==> config.mk <==
export PLATFORM = sky130hd
export DESIGN_NAME = grover_sweep_ctrl
export DESIGN_NICKNAME = d
export VERILOG_FILES = /design/src/rtl/grover_pkg.sv /design/src/rtl/grover_argmax.sv /design/src/rtl/grover_sweep_ctrl.sv
export SDC_FILE = /design/constraint.sdc
export NUM_CORES = 1
export LEC_CHECK = 0
export CAP_MARGIN = 20
export CORE_UTILIZATION = 45
export CTS_CLUSTER_SIZE = 12
export DETAILED_ROUTE_END_ITERATION = 7
export PLACE_DENSITY = 0.7
export SLEW_MARGIN = 0
export SYNTH_ARGS = -nofsm -noshare
export SYNTH_HDL_FRONTEND = slang
export SYNTH_SLANG_ARGS = --single-unit
==> constraint.sdc <==
create_clock -name clk -period 5.06 [get_ports clk]
set_input_delay 0.759 -clock clk [delete_from_list [all_inputs] [get_ports clk]]
set_output_delay 0.759 -clock clk [all_outputs]
set_load 0.1 [all_outputs]
==> src/rtl/grover_pkg.sv <==
// Shared types, sizes and helpers for the grover sweep controller.
package grover_pkg;

  localparam int N_STATES = 8;    // amplitude count, fixed by the grover core
  localparam int AMP_W    = 8;    // signed two's-complement amplitude width
  localparam int IDX_W    = 3;    // log2(N_STATES)
  localparam int TIMEOUT  = 255;  // WAIT cycles allowed before a run is aborted
  localparam int WAIT_W   = 8;    // wide enough to count to TIMEOUT-1
  localparam int CNT_W    = 4;    // pass/fail tally width

  typedef logic [AMP_W-1:0] amp_t;
  typedef logic [IDX_W-1:0] idx_t;
  typedef logic [CNT_W-1:0] cnt_t;

  localparam idx_t                LAST_IDX  = idx_t'(N_STATES - 1);
  localparam logic [WAIT_W-1:0]   WAIT_LAST = WAIT_W'(TIMEOUT - 1);

  typedef enum logic [2:0] {
    IDLE,
    GRST,
    LAUNCH,
    WAIT,
    SCAN,
    REPORT,
    DONE
  } state_t;

  // |a| as an unsigned AMP_W-bit value; the most negative code maps to 2^(AMP_W-1).
  function automatic amp_t abs_mag(input amp_t a);
    return a[AMP_W-1] ? amp_t'(~a + amp_t'(1)) : a;
  endfunction

  // Tally increment that sticks at all-ones instead of wrapping.
  function automatic cnt_t sat_inc(input cnt_t c);
    return (c == '1) ? c : cnt_t'(c + cnt_t'(1));
  endfunction

endpackage

==> src/rtl/grover_argmax.sv <==
// Sequential arg-max over a latched set of amplitudes, one index per cycle.
// 'finished' is high during the cycle that examines the last index, so the
// result on 'idx' is final from the following cycle onward.
module grover_argmax
  import grover_pkg::*;
(
  input  logic                           clk,
  input  logic                           rst,
  input  logic                           load,
  input  logic [N_STATES-1:0][AMP_W-1:0] amps_in,
  output idx_t                           idx,
  output logic                           finished
);

  logic [N_STATES-1:0][AMP_W-1:0] amp_q;
  idx_t                           k_q;
  idx_t                           best_idx_q;
  amp_t                           best_mag_q;
  logic                           active_q;
  amp_t                           cur_mag;

  assign cur_mag  = abs_mag(amp_q[k_q]);
  assign finished = active_q && (k_q == LAST_IDX);
  assign idx      = best_idx_q;

  // Snapshot of the core's outputs taken on the capture strobe.
  // NOTE: this data register has no reset; it is only consumed while active_q
  // is set, which is itself reset, so its power-up contents never matter.
  always_ff @(posedge clk) begin
    if (load) amp_q <= amps_in;
  end

  // Scan control: one comparison per cycle, strictly-greater keeps the lowest index on ties.
  // NOTE: clocked state uses non-blocking assignments so every register samples
  // pre-edge values regardless of statement order.
  always_ff @(posedge clk or negedge rst) begin
    if (!rst) begin
      active_q   <= 1'b0;
      k_q        <= '0;
      best_idx_q <= '0;
      best_mag_q <= '0;
    end else if (load) begin
      active_q   <= 1'b1;
      k_q        <= '0;
      best_idx_q <= '0;
      best_mag_q <= '0;
    end else if (active_q) begin
      if (cur_mag > best_mag_q) begin
        best_mag_q <= cur_mag;
        best_idx_q <= k_q;
      end
      if (finished) active_q <= 1'b0;
      else          k_q      <= k_q + idx_t'(1);
    end
  end

endmodule

==> src/rtl/grover_sweep_ctrl.sv <==
// Drives the grover core through targets 0..7, measures each result by
// arg-max of |amplitude|, and keeps pass/fail tallies and the LED display.
module grover_sweep_ctrl
  import grover_pkg::*;
(
  input  logic             clk,
  input  logic             rst,
  input  logic             run,
  output logic             g_rst,
  output logic             g_start,
  output logic [IDX_W-1:0] g_target,
  input  logic             g_done,
  input  logic [AMP_W-1:0] a0,
  input  logic [AMP_W-1:0] a1,
  input  logic [AMP_W-1:0] a2,
  input  logic [AMP_W-1:0] a3,
  input  logic [AMP_W-1:0] a4,
  input  logic [AMP_W-1:0] a5,
  input  logic [AMP_W-1:0] a6,
  input  logic [AMP_W-1:0] a7,
  output logic [IDX_W-1:0] meas_idx,
  output logic             meas_valid,
  output logic             match,
  output logic [3:0]       pass_cnt,
  output logic [3:0]       fail_cnt,
  output logic             timeout_err,
  output logic             busy,
  output logic             sweep_done,
  output logic [7:0]       led
);

  state_t              state_q, state_d;
  logic                grst_cnt_q;
  logic [WAIT_W-1:0]   wait_cnt_q;
  logic                timed_out_q;
  logic                load;
  logic                scan_finished;
  idx_t                scan_idx;
  idx_t                report_idx;
  logic                report_match;
  logic [N_STATES-1:0][AMP_W-1:0] amps;

  assign amps = {a7, a6, a5, a4, a3, a2, a1, a0};
  assign load = (state_q == WAIT) && g_done;

  // A timed-out run reports the complement of its target so it can never look like a hit.
  assign report_idx   = timed_out_q ? ~g_target : scan_idx;
  assign report_match = !timed_out_q && (scan_idx == g_target);

  grover_argmax u_argmax (
    .clk      (clk),
    .rst      (rst),
    .load     (load),
    .amps_in  (amps),
    .idx      (scan_idx),
    .finished (scan_finished)
  );

  // State register.
  always_ff @(posedge clk or negedge rst) begin
    if (!rst) state_q <= IDLE;
    else      state_q <= state_d;
  end

  // Next-state and core-facing strobes, decoded from the current state.
  // NOTE: every output of this block gets a default first, so no path through
  // the case statement can leave one unassigned and infer a latch.
  always_comb begin
    state_d    = state_q;
    g_rst      = 1'b0;
    g_start    = 1'b0;
    busy       = 1'b1;
    sweep_done = 1'b0;
    case (state_q)
      IDLE: begin
        g_rst = 1'b1;
        busy  = 1'b0;
        if (run) state_d = GRST;
      end
      DONE: begin
        g_rst      = 1'b1;
        busy       = 1'b0;
        sweep_done = 1'b1;
        if (run) state_d = GRST;
      end
      GRST: begin
        g_rst = 1'b1;
        if (grst_cnt_q) state_d = LAUNCH;
      end
      LAUNCH: begin
        g_start = 1'b1;
        state_d = WAIT;
      end
      WAIT: begin
        g_start = 1'b1;
        if (g_done)                        state_d = SCAN;
        else if (wait_cnt_q == WAIT_LAST)  state_d = REPORT;
      end
      SCAN: begin
        if (scan_finished) state_d = REPORT;
      end
      REPORT: begin
        state_d = (g_target == LAST_IDX) ? DONE : GRST;
      end
      default: begin
        g_rst   = 1'b1;
        busy    = 1'b0;
        state_d = IDLE;
      end
    endcase
  end

  // Run bookkeeping: reset-hold counter, WAIT timer, results, tallies and target.
  always_ff @(posedge clk or negedge rst) begin
    if (!rst) begin
      grst_cnt_q  <= 1'b0;
      wait_cnt_q  <= '0;
      timed_out_q <= 1'b0;
      g_target    <= '0;
      meas_idx    <= '0;
      meas_valid  <= 1'b0;
      match       <= 1'b0;
      pass_cnt    <= '0;
      fail_cnt    <= '0;
      timeout_err <= 1'b0;
      led         <= '0;
    end else begin
      meas_valid <= 1'b0;
      case (state_q)
        IDLE, DONE: begin
          if (run) begin
            pass_cnt    <= '0;
            fail_cnt    <= '0;
            timeout_err <= 1'b0;
            g_target    <= '0;
          end
        end
        GRST: begin
          // Toggles 0 -> 1 -> 0, giving exactly two cycles and leaving it ready for the next run.
          grst_cnt_q <= ~grst_cnt_q;
        end
        LAUNCH: begin
          wait_cnt_q  <= '0;
          timed_out_q <= 1'b0;
        end
        WAIT: begin
          if (!g_done) begin
            if (wait_cnt_q == WAIT_LAST) begin
              timed_out_q <= 1'b1;
              timeout_err <= 1'b1;
            end else begin
              wait_cnt_q <= wait_cnt_q + WAIT_W'(1);
            end
          end
        end
        REPORT: begin
          meas_valid <= 1'b1;
          meas_idx   <= report_idx;
          match      <= report_match;
          led        <= N_STATES'(1) << report_idx;
          if (report_match) pass_cnt <= sat_inc(pass_cnt);
          else              fail_cnt <= sat_inc(fail_cnt);
          if (g_target != LAST_IDX) g_target <= g_target + idx_t'(1);
        end
        default: ;
      endcase
    end
  end

endmodule
==> metrics.txt <==
cell area power density=about 700 nW/um2; die area=~12000 um2; GR Util met1=0.238; CTS H-tree depth=4; Final Net Count=576; max-slew violations=0; Clk pwr share=0.267; Final period util=0.795; Arrival @ worst endpoint=4.36 ns; Worst Setup SP=u_argmax.k_q[0]; utilization after layout=0.616; Critical Path Fanout Max=11; Antenna Diode Count=0; DP Wirelength=around 7100 um; Synthesis Warnings=0; top-count cell post-synth=edfxtp_1; Core Region=about 11000 um2; DRT Pass-1 Iters=6; Reg clk slew, reported paths=~0.050 ns; dominant cells by area after synthesis=edfxtp_1 36%, dfrtp_1 25%, mux4_2 7.6%, ha_1 4.0%, a22o_1 2.8%; layout cells sized above 1=0.139; register area share after synthesis=0.612; Die Y=111 um; DRC=0; Slew HR=0.328; final setup TNS=0 ns; CP Capture Type=flop; drt wl/cell=around 15 um; Max Root-Sink Buffers=2; simple-gate area share of the yosys netlist=0.0992; TritonCTS Buffers=17; dpl cells=615; post-synth net total=471; status=finished, final reports clean; crit path time final=4.02 ns; Crit path largest cell delay=0.65 ns; Gate power share=0.453; Cell Area, Synth=5310 um2; Rows=39; Critical Path RT=5.39 ns; first-pass GRT wire length=around 17000 um; Yosys cell types=51; skew final=0.0132 ns; final setup violation count=0; CTS tree=built; worst hold path type=input port to async pin; Port Buffers=96; r2r startpoint=u_argmax.k_q[0]; met3 Use GR=0.0483; Worst Path Class, Setup=flop to flop; Avg Cell Area, Syn=about 14 um2; CP max stage cell=dfrtp_1; XOR/XNOR Fraction of Synth Area=0.0297; Peak supply drop=472 uV; top cell type's share of synthesized area=0.362; Die Wd=between 100 and 150 um; Routed Antenna Nets=0; Synth area leader=edfxtp_1; Tot Pwr=4.95 mW; synthesis-stage register bit count=117; GR Overflow Total=0; Slew @ Worst Pin=1.01 ns; Adder-Cell Fraction of Synth Area=0.0400; Area Growth Syn to Fin=33.0%; Sw Share=0.394; crit path cell chain=mux4_2 > mux2_4 > inv_1 > ha_1 > nand2_1 > o31ai_2 > xor2_1 > ha_1 > nand2_1 > o21ai_0 > mux2_2 > o211a_1 > nor2_1 > a22o_1; worst hold slack=0.476 ns; largest family of logic cells by synthesized area=multiplexers; Final Hold Fails=0; FF-to-FF path depth=14; CP Launch Type=flop; Max Clk Rate=0.249 GHz; CTS Hold Buffers Added=0; initial antenna violation count=0; RSZ-0062 raised after global routing=no; Post-synth ARST share=0.453; commonest register cell after synthesis=edfxtp_1; Synth Area in Compound Gates=0.0853; DR iter-0 viols=164; Root Buffer=clkbuf_16; Post-CTS Setup Bufs=0; post-synthesis mux area share=0.107; GR Layer Usage met2=0.274; Int Pwr=3.00 mW; Seq pwr share=0.280; Routability Congestion=about 0.83; Post-synth EDFFs=between 60 and 70; DR vias=3431; Clock Latency Late Sink=0.40 ns; I/O pin count=97; vias in the first global route=3496; GRT Util Overall=0.177; GR peak layer=met2; gate count after technology mapping=about 390; P_sw=slightly below 2 mW; Non-Filler Instances=647; Via density=5.30; Initial Util=0.463; Synth top cells by count=64 x edfxtp_1, 53 x dfrtp_1, 37 x nand2_1; final WL=around 10000 um; Static Leak=2.77 nW; CTS resizes=0; count of clock tree sinks=around 120; largest net degree at the start of global routing=54; Max Cap Violations=0
## critical path, delay by kind of cell, from the launching register on
family,cells,cell delay (ns)
fa+ha+maj,2,0.44
buf+inv,1,0.09
flops,1,0.65
mux,3,1.15
xor+xnor,1,0.22
compound gates,4,0.70
simple gates,3,0.71
## power groups by stage
stage	combinational [mW]	sequential (mW)	clock, mW
floorplan	1.45	1.73	0
global placement	2.19	1.40	0
detailed placement	2.25	1.40	0
CTS	2.26	1.39	1.35
global route	2.44	1.42	1.40
finish	2.24	1.39	1.32
## cell type report
cell class / instances / area (um2)
Sequential cell: 117 / 3250
Multi-Input combinational cell: 236 / 1920
Inverter: 18 / 67.6
Tap cell: 143 / 179
Clock buffer: 17 / 425
Timing Repair Buffer: 101 / 993
Fill cell: 867 / 4400
Clock inverter: 15 / 235
## placed cells by master, fill, tap and decap left out, drive strengths merged, types with 7 or more instances in the layout
cell type,Yosys,final
inv,18,18
ha,17,17
xnor2,7,7
clkdlybuf4s50,0,95
nand2,37,37
o21ai,19,19
a22o,17,17
edfxtp,64,64
clkbuf,9,17
mux2i,7,7
a21oi,14,14
mux4,18,18
nor2,27,27
xor2,11,11
dfrtp,53,53
nand4,7,7
## routing by layer
| layer | part of all wire | up-vias |
|---|---|---|
| met5 | 0 | - |
| met4 | 0.012 | 0 |
| met3 | 0.054 | 9 |
| met2 | 0.47 | 127 |
| met1 | 0.46 | 1637 |
| li1 | - | 1658 |
## registers in the layout, summed over array words and instances (netlist names)
signal and flops:
timed_out_q 1, g_target 3, fail_cnt 4, led 8
grst_cnt_q 1, u_argmax.k_q 3, u_argmax.amp_q 64, meas_idx 3
u_argmax.idx 3, meas_valid 1, wait_cnt_q 8, state_q 3
timeout_err 1, u_argmax.best_mag_q 8, match 1, u_argmax.active_q 1
pass_cnt 4
## path summary, 6_finish.rpt
path                                          end  slack [ns]
max in group asynchronous  u_argmax.best_mag_q[2]        4.14
max                               u_argmax.idx[0]        1.04
min                                 wait_cnt_q[1]        0.48
max reg2reg                       u_argmax.idx[0]        1.04
min reg2reg                                led[6]        0.48
min in group clk                           led[6]        0.48
## through the flow
stage          instance area, um2  worst slack [ns]
2_1_floorplan                5310              1.37
3_3_place_gp                 6400              1.17
3_5_place_dp                 6400              1.01
4_1_cts                      7070             0.989
5_1_grt                      7070             0.752
6_report                     7070              1.04
## cells by family (layout without fill, tap and decap cells)
logic type               after synthesis  in the layout
XOR/XNOR                              18             18
buffers and inverters                 33            151
adder cells (fa/ha/maj)               17             17
flip-flops                           117            117
AO/OA/AOI/OAI                         66             66
AND/OR/NAND/NOR                      104            104
multiplexers                          31             31
(Power assumes the default switching activity.)
